`src/rtl/psum_collect_pkg.sv`:
```
// ----------------------------------------------------------------------------
// psum_collect_pkg
// Shared definitions for the systolic-array partial-sum output collector.
//   COLS            : array columns (fixed at 8 for the two-group split)
//   SUM_WIDTH       : bits per column partial sum
//   BUS_WIDTH       : width of the multiplexed array output bus (half a row)
//   ROW_WIDTH       : width of one assembled row result
//   LANES_PER_GROUP : columns carried by the bus per output group
//   state_t         : collector FSM states
//   cnt_width()     : tile counter width (never below 1 bit)
// Optional feature macro used by files importing this package:
//   PSUM_COLLECT_RELU_EN
// ----------------------------------------------------------------------------
package psum_collect_pkg;

  localparam int COLS            = 8;
  localparam int SUM_WIDTH       = 32;
  localparam int BUS_WIDTH       = COLS * SUM_WIDTH / 2;
  localparam int ROW_WIDTH       = COLS * SUM_WIDTH;
  localparam int LANES_PER_GROUP = 4;

  typedef enum logic [0:0] {
    S_IDLE    = 1'b0,
    S_GRAB_HI = 1'b1
  } state_t;

  function automatic int cnt_width(input int depth);
    return (depth > 1) ? $clog2(depth) : 1;
  endfunction

endpackage

```
`src/rtl/psum_relu_lane.sv`:
```
// ----------------------------------------------------------------------------
// psum_relu_lane
// Single-lane signed ReLU clamp: a negative lane (sign bit set) becomes 0,
// anything else passes through unchanged. Purely combinational.
// Only compiled when PSUM_COLLECT_RELU_EN is defined.
// Ports:
//   i_lane [W-1:0] : raw partial sum
//   o_lane [W-1:0] : clamped partial sum
// ----------------------------------------------------------------------------
`ifdef PSUM_COLLECT_RELU_EN
module psum_relu_lane #(
  parameter int W = 32
) (
  input  logic [W-1:0] i_lane,
  output logic [W-1:0] o_lane
);

  assign o_lane = i_lane[W-1] ? '0 : i_lane;

endmodule
`endif

```
`src/rtl/psum_out_collector.sv`:
```
// ----------------------------------------------------------------------------
// psum_out_collector
// Reads the systolic array's 128-bit multiplexed partial-sum bus. On a capture
// request it freezes the array for one cycle (array_hold), grabs columns 0-3
// at the ack edge, switches output_group_sel to grab columns 4-7 on the next
// edge and presents the assembled 256-bit row on a valid/ready port. Results
// are counted per tile; res_last marks the final row of a tile and tile_done
// pulses one cycle after that row is delivered.
//
// Handshake: res_valid rises only with a full row in res_data; the row and
// res_last are held stable until a cycle where res_valid && res_ready, which
// is the single transfer event. capture_req is held by the requester until a
// cycle with capture_ack high; that cycle is the acceptance.
//
// Optional feature: PSUM_COLLECT_RELU_EN clamps negative lanes to 0 on the
// way into res_data (both halves, no extra latency).
//
// Ports:
//   clk, rst_n         : clock, synchronous active-low reset
//   capture_req        : row result present on the array output
//   capture_ack        : request accepted this cycle (low half captured)
//   array_hold         : freeze the array for the current cycle
//   output_group_sel   : 0 = columns 0-3, 1 = columns 4-7
//   psum_out_bus       : array multiplexed output bus
//   clear              : synchronous tile-counter clear
//   res_valid/ready    : result handshake
//   res_data           : row result, column c at [c*SUM_WIDTH +: SUM_WIDTH]
//   res_last           : current result is the last of its tile
//   tile_done          : pulse after the last result of a tile is delivered
//   o_dbg_state        : current FSM state
//   o_dbg_cnt          : current tile counter value
// ----------------------------------------------------------------------------
module psum_out_collector
  import psum_collect_pkg::*;
#(
  parameter int TILE_DEPTH = 8
) (
  input  logic                              clk,
  input  logic                              rst_n,
  input  logic                              capture_req,
  output logic                              capture_ack,
  output logic                              array_hold,
  output logic                              output_group_sel,
  input  logic [BUS_WIDTH-1:0]              psum_out_bus,
  input  logic                              clear,
  output logic                              res_valid,
  input  logic                              res_ready,
  output logic [ROW_WIDTH-1:0]              res_data,
  output logic                              res_last,
  output logic                              tile_done,
  output state_t                            o_dbg_state,
  output logic [cnt_width(TILE_DEPTH)-1:0]  o_dbg_cnt
);

  localparam int              CNT_W    = cnt_width(TILE_DEPTH);
  localparam logic [CNT_W-1:0] LAST_CNT = CNT_W'(TILE_DEPTH - 1);

  state_t                 r_state;
  logic [BUS_WIDTH-1:0]   r_lo;
  logic [ROW_WIDTH-1:0]   r_res_data;
  logic                   r_res_valid;
  logic [CNT_W-1:0]       r_cnt;
  logic                   r_tile_done;

  logic                   w_can_accept;
  logic                   w_ack;
  logic                   w_hs;
  logic                   w_at_last;
  logic [ROW_WIDTH-1:0]   w_row_raw;
  logic [ROW_WIDTH-1:0]   w_row;

  // A new capture may start in the same cycle the full register drains.
  assign w_can_accept = (r_state == S_IDLE) && (!r_res_valid || res_ready);
  // rst_n gating keeps the combinational outputs quiet while reset is held,
  // before the flops have been cleared by the first reset edge.
  assign w_ack        = rst_n && capture_req && w_can_accept;
  assign w_hs         = r_res_valid && res_ready;
  assign w_at_last    = (r_cnt == LAST_CNT);

  // High half comes straight off the bus in S_GRAB_HI; the array was frozen
  // across the ack edge so it is coherent with the captured low half.
  assign w_row_raw = {psum_out_bus, r_lo};

`ifdef PSUM_COLLECT_RELU_EN
  for (genvar c = 0; c < 2 * LANES_PER_GROUP; c++) begin : g_relu
    psum_relu_lane #(.W(SUM_WIDTH)) u_lane (
      .i_lane (w_row_raw[c*SUM_WIDTH +: SUM_WIDTH]),
      .o_lane (w_row[c*SUM_WIDTH +: SUM_WIDTH])
    );
  end
`else
  assign w_row = w_row_raw;
`endif

  always_ff @(posedge clk) begin
    if (!rst_n) begin
      r_state     <= S_IDLE;
      r_lo        <= '0;
      r_res_data  <= '0;
      r_res_valid <= 1'b0;
    end else begin
      if (w_hs) begin
        r_res_valid <= 1'b0;
      end
      case (r_state)
        S_IDLE: begin
          if (w_ack) begin
            r_lo    <= psum_out_bus;
            r_state <= S_GRAB_HI;
          end
        end
        S_GRAB_HI: begin
          // The slot is always free here: acceptance required it to be
          // empty or draining at the ack edge.
          r_res_data  <= w_row;
          r_res_valid <= 1'b1;
          r_state     <= S_IDLE;
        end
        default: r_state <= S_IDLE;
      endcase
    end
  end

  // Tile counter: clear wins over a simultaneous increment and also
  // suppresses the tile_done pulse of that handshake.
  always_ff @(posedge clk) begin
    if (!rst_n) begin
      r_cnt       <= '0;
      r_tile_done <= 1'b0;
    end else begin
      r_tile_done <= w_hs && w_at_last && !clear;
      if (clear) begin
        r_cnt <= '0;
      end else if (w_hs) begin
        r_cnt <= w_at_last ? '0 : r_cnt + 1'b1;
      end
    end
  end

  assign capture_ack      = w_ack;
  assign array_hold       = w_ack;
  assign output_group_sel = (r_state == S_GRAB_HI);
  assign res_valid        = r_res_valid;
  assign res_data         = r_res_data;
  assign res_last         = rst_n && r_res_valid && w_at_last;
  assign tile_done        = r_tile_done;
  assign o_dbg_state      = r_state;
  assign o_dbg_cnt        = r_cnt;

endmodule
```
`config.mk`:
```
export PLATFORM = sky130hd
export DESIGN_NAME = psum_out_collector
export DESIGN_NICKNAME = d
export VERILOG_FILES = /design/src/rtl/psum_collect_pkg.sv /design/src/rtl/psum_relu_lane.sv /design/src/rtl/psum_out_collector.sv
export SDC_FILE = /design/constraint.sdc
export NUM_CORES = 1
export LEC_CHECK = 0
export ABC_AREA = 1
export BUFFER_PORTS_ARGS = -buffer_cell sky130_fd_sc_hd__buf_2
export CORE_MARGIN = 4
export CORE_UTILIZATION = 56
export CTS_CLUSTER_SIZE = 28
export DETAILED_ROUTE_END_ITERATION = 6
export GPL_TIMING_DRIVEN = 0
export PLACE_DENSITY_LB_ADDON = 0.08
export SYNTH_ARGS = -nofsm -noshare
export SYNTH_HDL_FRONTEND = slang
export SYNTH_SLANG_ARGS = --single-unit
```
`constraint.sdc`:
```
create_clock -name clk -period 2.4 [get_ports clk]
set_clock_uncertainty 0.15 [all_clocks]
set_input_delay 0 -clock clk [delete_from_list [all_inputs] [get_ports clk]]
set_output_delay 0 -clock clk [all_outputs]
set_load 0.03 [all_outputs]
```
== Word level (Yosys, flattened, before mapping) ==
Cells that the tools add are included.
Word-level totals
  memories kept: 0
  bits in read-only memories: 0
  bits in writable memories: 0
  flip-flop bits (word level): 390
  latch bits: 0
  bits of input ports: 133
  word-level logic and storage cells: 29
Operators by class
  eq/ne operators: 1
  multiply operators: 0
  divide/modulo/power cells: 0
  shift operators: 0
  bitwise operators: 2
  add/subtract/negate cells: 1
  reductions and logical operators: 14
  order comparisons: 0
  muxes and demuxes: 5
Operators by type and width (count)
  $logic_and 1x1->1: 8
  $add 3x1->3 const B: 1
  $eq 3x3->1 const B: 1
  $mux 1: 3
  $mux 3: 1
  $logic_not 1->1: 2
  $not 1->1: 2
  $pmux 1 s2: 1
  $reduce_and 2->1: 1
  $reduce_bool 2->1: 1
  $reduce_or 2->1: 1
  $logic_or 1x1->1: 1

== Longest topological paths before layout ==
Gate-level depths: netlist of the first run.
  depth after elaboration: 6
  mapped depth: 8

== Worst setup path before layout of the first run ==
No wires, ideal clock.
  kind: reg2out
  start point: register r_state, in the netlist o_dbg_state
  end point: output port capture_ack
  path buffers: 4
  arrival: 1.595 ns
  path slack: 0.655 ns
  stages on the path, launching flop included: 8
  data required time: 2.250 ns
  cells stage by stage: dfxtp_1 buf_4 inv_2 nand3_2 buf_4 buf_2 inv_1 buf_4
Between the ends
  word-level cells in the longest chain between the ends: 3
RTL lines
  start: declaration: RTL line psum_out_collector.sv:58  | state_t r_state;
  start signal: assignment: RTL line psum_out_collector.sv:97  | r_state <= S_IDLE;
  start signal: assignment: RTL line psum_out_collector.sv:109  | r_state <= S_GRAB_HI;
  start signal: assignment: RTL line psum_out_collector.sv:117  | r_state <= S_IDLE;
  $not 1->1 (no source line)
  $logic_and 1x1->1: RTL line psum_out_collector.sv:73  | assign w_can_accept = (r_state == S_IDLE) && (!r_res_valid || res_ready);
  $logic_and 1x1->1: RTL line psum_out_collector.sv:76  | assign w_ack = rst_n && capture_req && w_can_accept;
  end: declaration: RTL line psum_out_collector.sv:41  | output logic capture_ack,
Every way passes these cells.

== Final worst setup path of the first run ==
Same ends and word-level chain as after synthesis.

==> metrics.md, run 1 <==
| Metric | Value |
|---|---|
| Die X | `169.4 um` |
| First-pass GRT wire length | `74600 um` |
| IO Count | `399` |
| Site Rows | `58` |
| DIE AREA | `28710 sq um` |
| Num Clock Sinks | `390` |
| Hold WC Path Type | `in2reg` |
| Iter 0 DRT Violations | `1234` |
| Core area | `25400 sq um` |
| Leak | `10.86 nW` |
| Crit share post-route | `0.9259` |
| Most instantiated cells after synthesis | `519 x nor2_1, 390 x dfxtp_1, 390 x nand2_1` |
| Area delta synth->final | `34.41%` |
| Final Hold Vio Count | `0` |
| RSZ-0062 raised after global routing | `false` |
| CTS tree | `built` |
| MaxCap Viol Count | `0` |
| GR Util All Layers | `0.3183` |
| Status | `finished, final reports clean` |
| Post-synth top area cell | `dfxtp_1` |
| Yosys top cell area share | `0.5350` |
| Initial antenna violation count | `0` |
| Synthesized flop and latch total | `390` |
| DRC | `0` |
| Drt pass-1 iters | `5` |
| Slew @ Worst Pin | `1011 ps` |
| Largest net degree at the start of global routing | `20` |
| DP HPWL | `32030 um` |
| Vias in the first global route | `14510` |
| Register area share after synthesis | `0.5350` |
| Crit path kind | `reg2out` |
| Slew headroom | `0.3258` |
| Initial Utilization | `0.5746` |
| Drt via density | `5.195` |
| Peak VDD IR | `0.6629 mV` |
| Clk slew on worst S/H paths | `60 ps` |
| Drt total wl | `47830 um` |
| Via count | `15140` |
| Worst skew pair latency | `530 ps` |
| Pins Over Slew Limit | `0` |
| CTS H-tree lvls | `2` |
| CTS Buffer Depth | `3` |
| Setup violators final | `0` |
| Synth area leaders | `dfxtp_1 53%, nor2_1 13%, nand2_1 10%` |
| Placed Cells | `2711` |
| Setup TNS | `0 ps` |
| Avg Synthesized Cell Area | `7.356 sq um` |
| Distinct cells, synth | `15` |
| Top_reg_cell synth | `dfxtp_1` |
| GP Congestion | `0.8894` |
| Wirelength per Cell | `16.41 um` |
| Power density cells | `798.9 nW/um^2` |
| YS warnings | `0` |
| Crit Path Max Fanout | `19` |
| Syn_nets | `2119` |
| Max Freq | `450.0 MHz` |
| Critical Path End Type | `primary output` |
| Post-CTS setup buffers | `0` |
| Antenna Nets Post-Route | `0` |
| PortBufs | `397` |
| Startpoint Class | `flop` |
| Async set-reset flop share out of synthesis | `0` |
| Die Span Y | `169.4 um` |
| Non-filler cells, final | `2915` |
| Synth Instances | `1984` |
| Most frequent cell after synthesis | `nor2_1` |
| Crit path time final | `2222 ps` |
| Fraction of layout cells with a size suffix above 1 | `0.2159` |
| Cell Area, Synth | `14590 sq um` |
| Arrival @ worst endpoint | `2070 ps` |
| Num CTS Buffers | `40` |
| Final net count | `2691` |
| Grt ovf | `0` |
| Clock root buffer | `clkbuf_16` |
| Required @ worst endpoint | `2250 ps` |
| Post-synth EDFFs | `0` |
path summary, 6_finish.rpt:
path	start	end	slack, ps	cells past startpoint
min	psum_out_bus[71]	res_data[199]	100	4
min reg2reg	r_lo[79]	res_data[79]	330	2
max reg2reg	res_valid	r_lo[71]	220	5
max	o_dbg_state	capture_ack	180	7
routing by layer:
metal / up-vias / GRT usage / share of wire
met4: 0 / 0.1477 / 0.050
met3: 153 / 0.06336 / 0.079
li1: 7411 / - / -
met1: 6875 / 0.3975 / 0.40
met5: - / 0 / 0
met2: 703 / 0.5329 / 0.47
logic make-up (layout without fill, tap and decap cells):
| kind of cell | after synthesis | after routing | share of synthesized area |
|---|---|---|---|
| simple gates | 1039 | 1039 | 0.2897 |
| compound gates | 260 | 260 | 0.08916 |
| other cells | 0 | 1 | 0 |
| flops | 390 | 390 | 0.5350 |
| buf+inv | 293 | 893 | 0.08445 |
| fa+ha+maj | 2 | 2 | 0.001714 |
report_power, final:
part           internal, W  leakage (nW)  total [W]  switching (W)
combinational     0.000763          7.03    0.00240        0.00164
clock              0.00355         0.626    0.00608        0.00253
sequential         0.00694          3.21    0.00719       0.000243
total               0.0113          10.9     0.0157        0.00442
repair_timing:
action / CTS / global route
endpoints found under the hold margin: 267 / 0
resized for setup: 1 / 1
pin swaps: 0 / 0
hold buffers: 134 / 0
setup endpoints to repair: 2 / 1
flip-flops by register name (all words and copies together) (netlist names):
signal,flops
res_data,256
r_lo,128
o_dbg_cnt,3
o_dbg_state,1
res_valid,1
tile_done,1
area by class of cell:
class                      instances  area, sq um
inverter                         136        510.5
buffer                           156        720.7
sequential                       390         7809
clock buffer                      57         1146
clock inverter                    13        131.4
timing repair buffer             531         3328
antenna                            1        2.502
tap                              330        412.9
fill                            1878         5784
multi-input combinational       1301         5554
through the flow:
stage | total power, W | setup slack, ps | utilization | instance area (sq um) | hold slack [ps]
after floorplan | 0.008689 | 654.6 | - | 14590 | -15.10
final | 0.01567 | 177.7 | 0.7723 | 19620 | 100.0
after detailed placement | 0.009485 | 335.0 | 0.6691 | 16990 | 98.75
after CTS | 0.01568 | 88.34 | 0.7720 | 19610 | 80.57
after global placement | 0.009439 | 326.6 | 0.6691 | 16990 | 88.95
after global routing | 0.01625 | 85.03 | 0.7722 | 19610 | 113.5
worst max-delay path: stages, from the launching register on:
cell     delay (ps)
dfxtp_2         450
buf_4           230
inv_2           100
nand3_2         120
buf_6           220
inv_1           120
buf_4           140
buf_2           160
cells in the final DEF (no fill, tap or decap):
| cell type | n |
|---|---|
| buf_4 | 3 |
| o21ai_0 | 258 |
| diode_2 | 1 |
| nand4_1 | 128 |
| nor2_1 | 519 |
| buf_6 | 1 |
| a21oi_1 | 2 |
| clkbuf_1 | 68 |
| inv_6 | 3 |
| nand2_1 | 390 |
| dlygate4sd3_1 | 134 |
| clkbuf_8 | 6 |
| dfxtp_2 | 1 |
| bufinv_16 | 2 |
| nor3_1 | 1 |
| nand3_2 | 1 |
| dfxtp_1 | 389 |
| clkinv_2 | 6 |
| inv_2 | 2 |
| clkbuf_16 | 41 |
| buf_2 | 490 |
| ha_1 | 2 |
| inv_1 | 134 |
| clkinvlp_4 | 2 |
| buf_1 | 1 |
Note: power is estimated with default switching activity, not from simulation.
==> inputs of run 2 (changes only) <==
--- a/config.mk
+++ b/config.mk
@@ -13,6 +13,7 @@
 export DETAILED_ROUTE_END_ITERATION = 6
 export GPL_TIMING_DRIVEN = 0
 export PLACE_DENSITY_LB_ADDON = 0.08
+export RECOVER_POWER = 25
 export SYNTH_ARGS = -nofsm -noshare
 export SYNTH_HDL_FRONTEND = slang
 export SYNTH_SLANG_ARGS = --single-unit
==> run 2 against run 1 <==
  * Count of clock-buffer cells in the layout unchanged
  * Core utilization decreased by 0.81 points
  * Routed wire length increased by 0.40%
  * Die area unchanged
  * Worst setup slack got worse by 6.5 ps
  * Combinational power decreased by 2%
  * Final area decreased by 1.0%
  * Total power decreased by 0.26%
  * Non-clock buffer count unchanged
  * Register-to-register slack improved by 20 ps
  * Global-route usage unchanged
  * Sequential power about the same
  * Largest power group unchanged
==> metrics.md, run 2 (synthesized netlist as in run 1, its figures left out) <==
| Metric | Value |
|---|---|
| Status | `finished, final reports clean (unchanged)` |
| Initial antenna violation count | `0 (unchanged)` |
| DP HPWL | `32030 um (unchanged)` |
| DRC | `0 (unchanged)` |
| Critical path's largest stage delay | `450 ps (about the same)` |
| Power density cells | `805.3 nW/um^2 (was 798.9 nW/um^2)` |
| Core area | `25400 sq um (unchanged)` |
| Initial Utilization | `0.5746 (unchanged)` |
| RSZ-0062 raised after global routing | `false (unchanged)` |
| Crit Path Max Fanout | `19 (unchanged)` |
| First-pass GRT wire length | `74600 um (unchanged)` |
| PortBufs | `397 (unchanged)` |
| GR Util All Layers | `0.3183 (unchanged)` |
| Die Span Y | `169.4 um (unchanged)` |
| Area delta synth->final | `33.00% (was 34.41%)` |
| Antenna Nets Post-Route | `0 (unchanged)` |
| Grt ovf | `0 (unchanged)` |
| Drt pass-1 iters | `5 (unchanged)` |
| Via count | `15200 (was 15140)` |
| Num Clock Sinks | `390 (unchanged)` |
| Setup violators final | `0 (unchanged)` |
| IO Count | `399 (unchanged)` |
| Site Rows | `58 (unchanged)` |
| Drt via density | `5.213 (was 5.195)` |
| Worst path slowest cell | `dfxtp_2 (unchanged)` |
| Startpoint Class | `flop (unchanged)` |
| Critical Path End Type | `primary output (unchanged)` |
| Required @ worst endpoint | `2250 ps (about the same)` |
| Largest net degree at the start of global routing | `20 (unchanged)` |
| Clock root buffer | `clkbuf_16 (unchanged)` |
| Setup TNS | `0 ps (unchanged)` |
| Final net count | `2691 (unchanged)` |
| R2R cell count | `5 (unchanged)` |
| Crit path time final | `2229 ps (was 2222 ps)` |
| Most frequent cells in the layout | `519 x nor2_1, 390 x nand2_1, 389 x dfxtp_1 (was 519 x nor2_1, 490 x buf_2, 390 x nand2_1)` |
| Most common cell after layout, fill and taps aside | `nor2_1 (unchanged)` |
| Wirelength per Cell | `16.47 um (was 16.41 um)` |
| DIE AREA | `28710 sq um (unchanged)` |
| CTS tree | `built (unchanged)` |
| Slew headroom | `0.3406 (was 0.3258)` |
| Clk slew on worst S/H paths | `60 ps (about the same)` |
| Layout Utilization | `0.7642 (was 0.7723)` |
| Hold WC Path Type | `in2reg (unchanged)` |
| Peak VDD IR | `0.6635 mV (was 0.6629 mV)` |
| MaxCap Viol Count | `0 (unchanged)` |
| Iter 0 DRT Violations | `1221 (was 1234)` |
| Crit path kind | `reg2out (unchanged)` |
| Arrival @ worst endpoint | `2080 ps (was 2070 ps)` |
| Crit share post-route | `0.9287 (was 0.9259)` |
| Worst skew pair latency | `530 ps (about the same)` |
| Fraction of layout cells with a size suffix above 1 | `0.1525 (was 0.2159)` |
| Die X | `169.4 um (unchanged)` |
| Vias in the first global route | `14510 (unchanged)` |
| Pins Over Slew Limit | `0 (unchanged)` |
| Slew @ Worst Pin | `989.1 ps (was 1011 ps)` |
| Max Freq | `448.7 MHz (was 450.0 MHz)` |
| Max reg flops | `256 (unchanged)` |
| GP Congestion | `0.8894 (unchanged)` |
| Drt total wl | `48020 um (was 47830 um)` |
| CTS H-tree lvls | `2 (unchanged)` |
| Num CTS Buffers | `40 (unchanged)` |
| Cell repeated most along the worst path | `buf_4 (unchanged)` |
| Crit-path cells | `buf_4 > inv_2 > nand3_2 > buf_6 > inv_1 > buf_4 > buf_2 (unchanged)` |
| Leak | `10.21 nW (was 10.86 nW)` |
| Final Hold Vio Count | `0 (unchanged)` |
| CTS Buffer Depth | `3 (unchanged)` |
| Hold depth | `4 (unchanged)` |
==> run 2: cell count changes in the layout (fill, tap and decap cells not counted), sizes merged <==
cell / before / now
clkbuf: 115 / 279
buf: 495 / 331
==> run 2: worst max-delay path, delay by kind of cell, from the launching register on <==
| kind | cells | cell delay (ps) |
|---|---|---|
| DFF | 1 | 450 |
| and+or+nand+nor | 1 | 120 |
| buffers and inverters | 6 | 960 |
==> run 2: final timing paths <==
path | from | end | slack [ps]
worst max-delay path | o_dbg_state | capture_ack | 170
worst min-delay path | psum_out_bus[71] | res_data[199] | 100
worst max register to register | res_valid | r_lo[71] | 240
worst min register to register | r_lo[82] | res_data[82] | 330
==> run 2: repair_timing <==
action,in CTS,in global routing
endpoints found under the setup margin,2,1
buffers inserted,0,0
endpoints found under the hold margin,267,0
resized for setup,1,1
pin swaps,0,0
hold buffers,134,0
gates cloned,0,0
==> run 2: final cells by class <==
cell class | count | area [sq um]
clock inverters | 13 | 131.4
well taps | 330 | 412.9
diodes | 1 | 2.502
inverters | 136 | 510.5
flip-flops and latches | 390 | 7809
plain buffers | 156 | 720.7
clock buffers | 57 | 1146
multi-input cells | 1301 | 5554
repair buffers | 531 | 3123
fillers | 1996 | 5989
==> run 2: power breakdown <==
part	internal, W	switching [W]
clock network	0.00355	0.00254
logic	0.000710	0.00164
registers	0.00694	0.000249
total	0.0112	0.00443
==> run 2: per-layer routing <==
metal,GRT usage,vias to the layer above,wire (um)
li1,-,7416,-
met5,0,-,0
met4,0.1477,0,2458
met3,0.06336,154,3727
met1,0.3975,6946,19410
met2,0.5329,681,22420
==> run 2: through the flow <==
stage               area [sq um]  power (W)  setup WS [ps]  hold slack (ps)  cells
finish                     19410    0.01563          171.2            98.40   2915
global route               19410    0.01620          85.03            113.5   2914
CTS                        19610    0.01568          88.34            80.57   2914
detailed placement         16990   0.009485          335.0            98.75   2711
global placement           16990   0.009439          326.6            88.95   2711
floorplan                  14590   0.008689          654.6           -15.10   1984
